==> config.mk <==
export PLATFORM = sky130hd
export DESIGN_NAME = alu_muldiv_ctrl
export DESIGN_NICKNAME = d
export VERILOG_FILES = /design/src/rtl/alu_muldiv_ctrl.sv
export SDC_FILE = /design/constraint.sdc
export NUM_CORES = 1
export LEC_CHECK = 0
export CAP_MARGIN = 20
export CORE_AREA = 2 2 144 182
export CTS_BUF_LIST = sky130_fd_sc_hd__clkbuf_16
export CTS_CLUSTER_DIAMETER = 50
export DETAILED_ROUTE_END_ITERATION = 8
export DIE_AREA = 0 0 146 184
export PLACE_DENSITY = 0.92
export SLEW_MARGIN = 20
export SYNTH_ARGS = -nofsm -noshare
export SYNTH_HDL_FRONTEND = slang
export SYNTH_SLANG_ARGS = --single-unit
==> constraint.sdc <==
create_clock -name clk -period 10.2 [get_ports clk]
set_input_delay 2.04 -clock clk [delete_from_list [all_inputs] [get_ports clk]]
set_output_delay 2.04 -clock clk [all_outputs]
set_load 0.01 [all_outputs]
==> src/rtl/alu_muldiv_ctrl.sv <==
// alu_muldiv_ctrl: registered ALU-control decode plus an iterative signed MULT/DIV engine with HI/LO.
// Build macro ALU_MULDIV_UNSIGNED_EN adds MULTU/DIVU on the same engine.
module alu_muldiv_ctrl #(
    parameter int WIDTH  = 32,
    parameter int CTRL_W = 5
) (
    input  logic              clk,
    input  logic              rst_n,
    input  logic              in_valid,
    output logic              in_ready,
    input  logic [3:0]        alu_opcode,
    input  logic [5:0]        func,
    input  logic [WIDTH-1:0]  op_a,
    input  logic [WIDTH-1:0]  op_b,
    output logic              out_valid,
    output logic [CTRL_W-1:0] alu_control,
    output logic [WIDTH-1:0]  hi,
    output logic [WIDTH-1:0]  lo,
    output logic              stall,
    output logic              div_zero
);
    localparam int CNT_W = $clog2(WIDTH + 1);

    typedef enum logic [1:0] {IDLE, BUSY, FIX} state_t;

    state_t              state_q, state_d;
    logic [CNT_W-1:0]    cnt_q, cnt_d;
    logic                out_valid_q, out_valid_d;
    logic                div_zero_q, div_zero_d;
    logic [CTRL_W-1:0]   ctrl_q, ctrl_d;
    logic [WIDTH-1:0]    hi_q, hi_d, lo_q, lo_d;
    logic                is_div_q, is_div_d;
    logic                negq_q, negq_d;
    logic                negr_q, negr_d;
    logic                dz_q, dz_d;
    logic [WIDTH-1:0]    acc_q, acc_d, mq_q, mq_d, mcand_q, mcand_d;

    function automatic logic [4:0] decode(input logic [3:0] opc, input logic [5:0] fn);
        logic [4:0] c;
        c = 5'h00;
        if (opc == 4'd0) begin
            case (fn)
                6'b100110: c = 5'h00;
                6'b000000: c = 5'h01;
                6'b000100: c = 5'h02;
                6'b000010: c = 5'h03;
                6'b100010: c = 5'h04;
                6'b000110: c = 5'h05;
                6'b101010: c = 5'h06;
                6'b001100: c = 5'h07;
                6'b100011: c = 5'h08;
                6'b100101: c = 5'h09;
                6'b100111: c = 5'h0A;
                6'b100001: c = 5'h0B;
                6'b011000: c = 5'h0C;
                6'b011010: c = 5'h0D;
                6'b100100: c = 5'h0E;
                6'b100000: c = 5'h0F;
                6'b000011: c = 5'h10;
`ifdef ALU_MULDIV_UNSIGNED_EN
                6'b011001: c = 5'h17;
                6'b011011: c = 5'h18;
`endif
                default:   c = 5'h00;
            endcase
        end else begin
            case (opc)
                4'd1:    c = 5'h0F;
                4'd2:    c = 5'h0E;
                4'd3:    c = 5'h00;
                4'd4:    c = 5'h09;
                4'd5:    c = 5'h11;
                4'd6:    c = 5'h12;
                4'd7:    c = 5'h13;
                4'd8:    c = 5'h14;
                4'd9:    c = 5'h15;
                4'd10:   c = 5'h06;
                4'd11:   c = 5'h16;
                default: c = 5'h00;
            endcase
        end
        return c;
    endfunction

    function automatic logic [WIDTH-1:0] neg_if(input logic [WIDTH-1:0] x, input logic n);
        return n ? -x : x;
    endfunction

    function automatic logic [2*WIDTH-1:0] neg2_if(input logic [2*WIDTH-1:0] x, input logic n);
        return n ? -x : x;
    endfunction

    logic             is_mul_op, is_div_op, op_unsigned;
    logic             sgn_a, sgn_b;
    logic [WIDTH-1:0] mag_a, mag_b;

    always_comb begin
        is_mul_op   = (alu_opcode == 4'd0) && (func == 6'b011000);
        is_div_op   = (alu_opcode == 4'd0) && (func == 6'b011010);
        op_unsigned = 1'b0;
`ifdef ALU_MULDIV_UNSIGNED_EN
        if ((alu_opcode == 4'd0) && (func == 6'b011001)) begin
            is_mul_op   = 1'b1;
            op_unsigned = 1'b1;
        end
        if ((alu_opcode == 4'd0) && (func == 6'b011011)) begin
            is_div_op   = 1'b1;
            op_unsigned = 1'b1;
        end
`endif
        sgn_a = ~op_unsigned & op_a[WIDTH-1];
        sgn_b = ~op_unsigned & op_b[WIDTH-1];
        mag_a = neg_if(op_a, sgn_a);
        mag_b = neg_if(op_b, sgn_b);
    end

    // One iteration step: shift-add for MULT, restoring shift-subtract for DIV
    logic [WIDTH:0]   mul_sum, div_shift, div_diff;
    logic [WIDTH-1:0] mul_acc, mul_mq, div_acc, div_mq;

    always_comb begin
        mul_sum   = mq_q[0] ? ({1'b0, acc_q} + {1'b0, mcand_q}) : {1'b0, acc_q};
        mul_acc   = mul_sum[WIDTH:1];
        mul_mq    = {mul_sum[0], mq_q[WIDTH-1:1]};
        div_shift = {acc_q, mq_q[WIDTH-1]};
        div_diff  = div_shift - {1'b0, mcand_q};
        if (!div_diff[WIDTH]) begin
            div_acc = div_diff[WIDTH-1:0];
            div_mq  = {mq_q[WIDTH-2:0], 1'b1};
        end else begin
            div_acc = div_shift[WIDTH-1:0];
            div_mq  = {mq_q[WIDTH-2:0], 1'b0};
        end
    end

    always_comb begin
        state_d     = state_q;
        cnt_d       = cnt_q;
        out_valid_d = 1'b0;
        div_zero_d  = 1'b0;
        ctrl_d      = ctrl_q;
        hi_d        = hi_q;
        lo_d        = lo_q;
        is_div_d    = is_div_q;
        negq_d      = negq_q;
        negr_d      = negr_q;
        dz_d        = dz_q;
        acc_d       = acc_q;
        mq_d        = mq_q;
        mcand_d     = mcand_q;
        case (state_q)
            IDLE: begin
                if (in_valid) begin
                    ctrl_d = CTRL_W'(decode(alu_opcode, func));
                    if (is_mul_op || is_div_op) begin
                        is_div_d = is_div_op;
                        negq_d   = sgn_a ^ sgn_b;
                        negr_d   = sgn_a;
                        cnt_d    = CNT_W'(WIDTH);
                        acc_d    = '0;
                        mcand_d  = is_div_op ? mag_b : mag_a;
                        mq_d     = is_div_op ? mag_a : mag_b;
                        dz_d     = is_div_op && (op_b == '0);
                        // Divide by zero skips iteration; mq carries raw op_a into HI
                        if (is_div_op && (op_b == '0)) begin
                            mq_d    = op_a;
                            state_d = FIX;
                        end else begin
                            state_d = BUSY;
                        end
                    end else begin
                        out_valid_d = 1'b1;
                    end
                end
            end
            BUSY: begin
                acc_d = is_div_q ? div_acc : mul_acc;
                mq_d  = is_div_q ? div_mq  : mul_mq;
                cnt_d = cnt_q - CNT_W'(1);
                if (cnt_q == CNT_W'(1)) state_d = FIX;
            end
            FIX: begin
                out_valid_d = 1'b1;
                div_zero_d  = dz_q;
                state_d     = IDLE;
                if (dz_q) begin
                    hi_d = mq_q;
                    lo_d = '1;
                end else if (is_div_q) begin
                    lo_d = neg_if(mq_q, negq_q);
                    hi_d = neg_if(acc_q, negr_q);
                end else begin
                    {hi_d, lo_d} = neg2_if({acc_q, mq_q}, negq_q);
                end
            end
            default: state_d = IDLE;
        endcase
    end

    always_ff @(posedge clk or negedge rst_n) begin
        if (!rst_n) begin
            state_q     <= IDLE;
            cnt_q       <= '0;
            out_valid_q <= 1'b0;
            div_zero_q  <= 1'b0;
            ctrl_q      <= '0;
            hi_q        <= '0;
            lo_q        <= '0;
            is_div_q    <= 1'b0;
            negq_q      <= 1'b0;
            negr_q      <= 1'b0;
            dz_q        <= 1'b0;
        end else begin
            state_q     <= state_d;
            cnt_q       <= cnt_d;
            out_valid_q <= out_valid_d;
            div_zero_q  <= div_zero_d;
            ctrl_q      <= ctrl_d;
            hi_q        <= hi_d;
            lo_q        <= lo_d;
            is_div_q    <= is_div_d;
            negq_q      <= negq_d;
            negr_q      <= negr_d;
            dz_q        <= dz_d;
        end
    end

    // Iteration working registers are only meaningful after a load, so they carry no reset
    always_ff @(posedge clk) begin
        acc_q   <= acc_d;
        mq_q    <= mq_d;
        mcand_q <= mcand_d;
    end

    assign in_ready    = (state_q == IDLE);
    assign stall       = (state_q != IDLE);
    assign out_valid   = out_valid_q;
    assign div_zero    = div_zero_q;
    assign alu_control = ctrl_q;
    assign hi          = hi_q;
    assign lo          = lo_q;

endmodule

==> results of run 1 <==
-- area by class of cell --
| class | count | area (um^2) |
|---|---|---|
| Clock buffer | 18 | 450 |
| Clock inverter | 14 | 159 |
| Fill cell | 1974 | 6880 |
| Inverter | 79 | 297 |
| Multi-Input combinational cell | 1578 | 10200 |
| Sequential cell | 179 | 4960 |
| Tap cell | 335 | 419 |
| Timing Repair Buffer | 170 | 1660 |
-- Yosys cell counts, types with 7 or more instances --
| master | n | area (um^2) |
|---|---|---|
| nand2_1 | 196 | 736 |
| a21oi_1 | 188 | 941 |
| nor2_1 | 167 | 627 |
| o21ai_0 | 161 | 806 |
| clkbuf_1 | 105 | 394 |
| edfxtp_1 | 96 | 2880 |
| xnor2_1 | 92 | 806 |
| dfrtp_1 | 83 | 2080 |
| ha_1 | 79 | 988 |
| inv_1 | 77 | 289 |
| xor2_1 | 76 | 666 |
| a211oi_1 | 65 | 488 |
| mux2i_1 | 61 | 611 |
| a21o_1 | 35 | 263 |
| nor3_1 | 34 | 170 |
| o31ai_1 | 32 | 240 |
| nand3_1 | 31 | 155 |
| or3_1 | 27 | 169 |
| a31oi_1 | 25 | 156 |
| nor2b_1 | 24 | 150 |
| and3_1 | 22 | 138 |
| nor4_1 | 19 | 119 |
| or4_1 | 18 | 135 |
| nand2b_1 | 17 | 106 |
| nand4_1 | 17 | 106 |
| o21a_1 | 17 | 128 |
| o211ai_1 | 15 | 113 |
| o41ai_1 | 14 | 123 |
| a311oi_1 | 13 | 114 |
| o221ai_1 | 11 | 96.3 |
| and2_1 | 9 | 56.3 |
| nor3b_1 | 9 | 67.6 |
| or2_2 | 9 | 56.3 |
| buf_1 | 8 | 30.0 |
| a21boi_0 | 7 | 52.6 |
| mux2_2 | 7 | 78.8 |
-- worst paths after layout --
check | start | end | slack (ps) | cells after the start
setup / recovery | alu_opcode[1] | mq_q[27]$_DFFE_PP_ | 4560 | 12
hold / removal | hi[5]$_DFFE_PN0P_ | hi[5]$_DFFE_PN0P_ | 480 | 2
setup reg to reg | mq_q[31]$_DFFE_PP_ | acc_q[30]$_SDFFCE_PN0P_ | 5480 | 13
hold reg to reg | hi[5]$_DFFE_PN0P_ | hi[5]$_DFFE_PN0P_ | 480 | 2
max in group asynchronous | rst_n | is_div_q$_DFFE_PN0P_ | 7970 | 1
min in group asynchronous | rst_n | hi[4]$_DFFE_PN0P_ | 1620 | 1
-- where the power goes --
part / leakage [nW] / total (W) / switching, W / internal, W
Combinational: 5.01 / 0.000355 / 0.000204 / 0.000151
Sequential: 1.90 / 0.000835 / 0.0000420 / 0.000793
Clock: 0.302 / 0.000698 / 0.000333 / 0.000365
Total: 7.21 / 0.00189 / 0.000579 / 0.00131
-- layer usage --
metal  part of all wire (%)  GRT usage, %
met4                    8.0          28.3
met2                     47          66.5
met5                  0.028             0
met3                    9.9          7.62
met1                     35          46.2
-- state kept, by name, indices dropped and copies added (netlist names) --
register,cells
state_q,2
out_valid,1
lo,32
mcand_q,32
dz_q,1
is_div_q,1
hi,32
div_zero,1
acc_q,32
alu_control,5
mq_q,32
cnt_q,6
negr_q,1
negq_q,1
-- kinds of logic after synthesis --
family | synth area share (%)
xor+xnor | 9.27
fa+ha+maj | 6.48
buf+inv | 4.64
compound gates | 25.4
mux | 4.34
simple gates | 18.6
flops | 31.3
-- stage by stage --
| step | utilization [%] | std cells | area (um^2) | total power (W) |
|---|---|---|---|---|
| floorplan | - | 1952 | 15900 | 0.00105 |
| global placement | 70.0 | 2340 | 17500 | 0.00118 |
| detailed placement | 70.0 | 2340 | 17500 | 0.00119 |
| CTS | 72.4 | 2372 | 18100 | 0.00187 |
| global route | 72.5 | 2373 | 18200 | 0.00194 |
| finish | 72.5 | 2373 | 18200 | 0.00189 |
-- worst max-delay path: stages --
cell and delay (ps):
clkdlybuf4s50_1 460, inv_1 140, ha_1 270, or3b_1 440
nor4_1 450, nand2_2 80, buf_4 320, or4_1 880
nand2_1 280, o32ai_1 120, a211oi_1 240, a21oi_1 70
==> metrics.txt, run 1 <==
most common cell after layout, fill and taps aside=nand2_1; Die ar.=26900 um^2; dpl hpwl=40.0 mm; Max Freq=177 MHz; share of cells above drive strength 1=4.37%; WL/cell=22.8 um; Initial Util=63.4%; post_cts resized=0; Least-Margin Pin Slew=999 ps; detailed router's first-iteration violation count=2112; ys async rst share=46.4%; Crit path arrival time=5830 ps; Synth cell types=72; DR vias/cell=6.82; P_leak=7.21 nW; die width=146 um; HP Class=flop to flop; Row Count=65; H-tree Lvls=4; gp weighted congestion=1.00; floorplan core area=25000 um^2; Clock Tree Buf Depth=2; minimum clock period=5640 ps; Net count, final=2183; Power Dens Cells=104 nW/um^2; Post-synth EDFFs=96; Rel. slew slack=33.4%; hold-fix buffer count after cts=0; commonest cells after routing, fill and taps aside=195 x nand2_1, 188 x a21oi_1, 165 x nor2_1, 161 x o21ai_0, 148 x clkdlybuf4s50_1; hold_ws=479 ps; sequential share of the synthesized area=31.3%; DRT antenna net count=0; fin crit share=55.3%; CP Capture Type=flop; endpoints failing setup=0; drt first pass iters=9; clock-pin transition on the worst setup and hold timing paths=80 ps; CP Max Fanout=62; Setup Crit Path Kind=input pin to flop; TritonCTS clock tree=done; drt total wl=54.0 mm; Root Driver=clkbuf_16; Syn Inst Count=1952; # clock sinks=179; maximum VDD drop=0.000131 V; synthesis warning total=0; clk_skew=17.0 ps; # diodes=0; GRT Total Usage=39.9%; Clock Latency Late Sink=460 ps; unrepaired setup endpoints after global routing=false; P&R area growth vs syn=14.5%; DRC violation count after routing=0; Num CTS Buffers=17; synthesized area per cell=8.13 um^2; vias in the first global route=15593; via count=16188; Main synth FF type=edfxtp_1; status=complete, no violations; Pins Over Slew Limit=0; Synth Cell Area=15900 um^2; Startpoint Class=input pin; pre-CTS setup slack=4160 ps; #FFs+latches synth=179; DIE HEIGHT=184 um; Crit path required time=10380 ps; IO buf count=149; first-pass GRT wire length=84.1 mm; GRT Residual Overflow=0; Sum Neg Setup Slack=0 ps; I/O pins=150; Final WS setup=4560 ps; largest net degree at the start of global routing=84; Post-Syn Nets=2110; Max Cap Violations=0; # Post-CTS Setup Buffers=0; final count of hold timing violations=0; initial antenna violation count=1
Power figures use the tool's default switching activity.
==> run 2, diff against run 1 <==
--- a/config.mk
+++ b/config.mk
@@ -6,12 +6,12 @@
 export NUM_CORES = 1
 export LEC_CHECK = 0
 export CAP_MARGIN = 20
-export CORE_AREA = 2 2 144 182
+export CORE_AREA = 2 2 150 189
 export CTS_BUF_LIST = sky130_fd_sc_hd__clkbuf_16
 export CTS_CLUSTER_DIAMETER = 50
 export DETAILED_ROUTE_END_ITERATION = 8
-export DIE_AREA = 0 0 146 184
-export PLACE_DENSITY = 0.92
+export DIE_AREA = 0 0 152 191
+export PLACE_DENSITY = 0.86
 export SLEW_MARGIN = 20
 export SYNTH_ARGS = -nofsm -noshare
 export SYNTH_HDL_FRONTEND = slang
==> constraint.sdc (replaced) <==
create_clock -name clk -period 5.7 [get_ports clk]
set_input_delay 1.14 -clock clk [delete_from_list [all_inputs] [get_ports clk]]
set_output_delay 1.14 -clock clk [all_outputs]
set_load 0.01 [all_outputs]
==> run 2 against run 1 <==
- clock-buffer cell count fell by 1
- non-clock buffer count increased by 8
- die area is 8.1% higher
==> metrics.txt, run 2 (same netlist as run 1, synthesis figures left out) <==
status=complete, no violations (unchanged); final core utilization=66.8% (was 72.5%); CP Max Fanout=23 (was 62); placed cell count=2364 (was 2340); Worst Reg2Reg Path Length in Cells=13 (unchanged); Hold Path End=hi[3]$_DFFE_PN0P_ (was hi[5]$_DFFE_PN0P_); endpoints failing setup=0 (unchanged); WL/cell=22.4 um (was 22.8 um); P_leak=7.25 nW (was 7.21 nW); I/O pins=150 (unchanged); fin crit share=78.1%; GRT Residual Overflow=0 (unchanged); post_cts resized=0 (unchanged); first-pass GRT wire length=83.2 mm (was 84.1 mm); share of cells above drive strength 1=4.79% (was 4.37%); drt first pass iters=7 (was 9); worst r2r src=mq_q[31]$_DFFE_PP_ (unchanged); DRT antenna net count=0 (unchanged); Power Dens Cells=185 nW/um^2 (was 104 nW/um^2); Root Driver=clkbuf_16 (unchanged); Crit path required time=5890 ps (was 10380 ps); Rel. slew slack=35.0% (was 33.4%); Net count, final=2191 (was 2183); unrepaired setup endpoints after global routing=false (unchanged); TritonCTS clock tree=done (unchanged); CP Capture Type=flop (unchanged); gp weighted congestion=1.04 (was 1.00); Sum Neg Setup Slack=0 ps (unchanged); initial antenna violation count=1 (unchanged); Max Freq=224 MHz; commonest cells after routing, fill and taps aside=195 x nand2_1, 188 x a21oi_1, 165 x nor2_1, 161 x o21ai_0, 148 x clkdlybuf4s50_1 (unchanged); worst flop-to-flop path endpoint=mq_q[0]$_DFFE_PP_ (was acc_q[30]$_SDFFCE_PN0P_); Setup Crit Path Kind=flop to flop (was input pin to flop); area of the multi-input gates=10200 um^2 (unchanged); hold_ws=479 ps (about the same); detailed router's first-iteration violation count=1758 (was 2112); via count=16023 (was 16188); # diodes=0 (unchanged); H-tree Lvls=4 (unchanged); Num CTS Buffers=17 (unchanged); # clock sinks=179 (unchanged); drt total wl=53.6 mm (was 54.0 mm); clk_skew=18.5 ps (was 17.0 ps); internal reg-to-reg setup slack=1250 ps (was 5480 ps); Pins Over Slew Limit=0 (unchanged); Final WS setup=1250 ps (was 4560 ps); Max Cap Violations=0 (unchanged); Startpoint Class=flop (was input pin); vias in the first global route=15133 (was 15593); Initial Util=58.1% (was 63.4%); DIE HEIGHT=191 um (was 184 um); final count of hold timing violations=0 (unchanged); HP Class=flop to flop (unchanged); # Post-CTS Setup Buffers=0 (unchanged); hold-fix buffer count after cts=0 (unchanged); P&R area growth vs syn=15.0% (was 14.5%); Clock Latency Late Sink=460 ps (about the same); Hold Path Depth=2 (unchanged); Row Count=68 (was 65); Hold Startpoint=hi[3]$_DFFE_PN0P_ (was hi[5]$_DFFE_PN0P_); most common cell after layout, fill and taps aside=nand2_1 (unchanged); IO buf count=149 (unchanged); pre-CTS setup slack=869 ps (was 4160 ps); GRT Total Usage=36.3% (was 39.9%); dpl hpwl=40.8 mm (was 40.0 mm); DRC violation count after routing=0 (unchanged); DR vias/cell=6.69 (was 6.82); Crit path arrival time=4640 ps (was 5830 ps); maximum VDD drop=0.000194 V (was 0.000131 V); floorplan core area=27300 um^2 (was 25000 um^2); Least-Margin Pin Slew=976 ps (was 999 ps); FILL cells=2239 (was 1974); Die ar.=29000 um^2 (was 26900 um^2); Clock Tree Buf Depth=2 (unchanged); clock-pin transition on the worst setup and hold timing paths=80 ps (about the same); minimum clock period=4450 ps; Final Non-Filler Cells=2396 (was 2373); largest net degree at the start of global routing=84 (unchanged); die width=152 um (was 146 um); register area=4960 um^2 (unchanged)
==> run 2: critical path: stages, from the launching register on <==
cell and delay, ps:
edfxtp_1 650, inv_1 150, ha_1 260, fa_1 410, nand2b_1 180, a21oi_1 270
o21ai_0 230, a211oi_1 250, buf_4 170, nand2b_1 230, a221o_1 830, nor2_1 240
o21ai_0 210, o21ai_0 100
==> run 2: worst max-delay path by stage <==
stage               slack [ps]               start                      end  depth (start not counted)
floorplan                  660       alu_opcode[1]     cnt_q[4]$_DFFE_PN0P_                         11
global placement           970       alu_opcode[1]       mq_q[29]$_DFFE_PP_                         11
detailed placement         870       alu_opcode[1]       mq_q[29]$_DFFE_PP_                         11
CTS                       1340  mq_q[31]$_DFFE_PP_  acc_q[12]$_SDFFCE_PN0P_                         12
global route               860  mq_q[31]$_DFFE_PP_        mq_q[0]$_DFFE_PP_                         13
finish                    1250  mq_q[31]$_DFFE_PP_        mq_q[0]$_DFFE_PP_                         13
==> run 2: cell type report <==
type                       instances  area share (%)
inverter                          79            1.62
clock buffer                      17            2.33
clock inverter                    15            1.10
multi-input combinational       1578            56.0
tap                              350            2.40
sequential                       179            27.2
timing repair buffer             178            9.37
==> run 2: where the power goes <==
part / internal [W] / switching [W] / leakage [nW]
Sequential: 0.00142 / 0.0000730 / 1.90
Clock: 0.000608 / 0.000641 / 0.301
Combinational: 0.000271 / 0.000364 / 5.05
Total: 0.00230 / 0.00108 / 7.25
==> run 2: stage by stage <==
| stage | total power [W] | area, um^2 |
|---|---|---|
| floorplan | 0.00187 | 15900 |
| global placement | 0.00211 | 17600 |
| detailed placement | 0.00213 | 17600 |
| CTS | 0.00336 | 18200 |
| global route | 0.00348 | 18300 |
| finish | 0.00337 | 18300 |
==> run 2: layer usage <==
| layer | vias to the layer above | share of wire, % | wire (um) | GRT usage [%] |
|---|---|---|---|---|
| met5 | - | 0.024 | 13 | 0 |
| met1 | 7565 | 37 | 19900 | 43.8 |
| met3 | 190 | 9.3 | 4990 | 6.51 |
| met4 | 2 | 7.3 | 3920 | 24.3 |
| met2 | 933 | 46 | 24800 | 59.4 |
| li1 | 7333 | - | - | - |
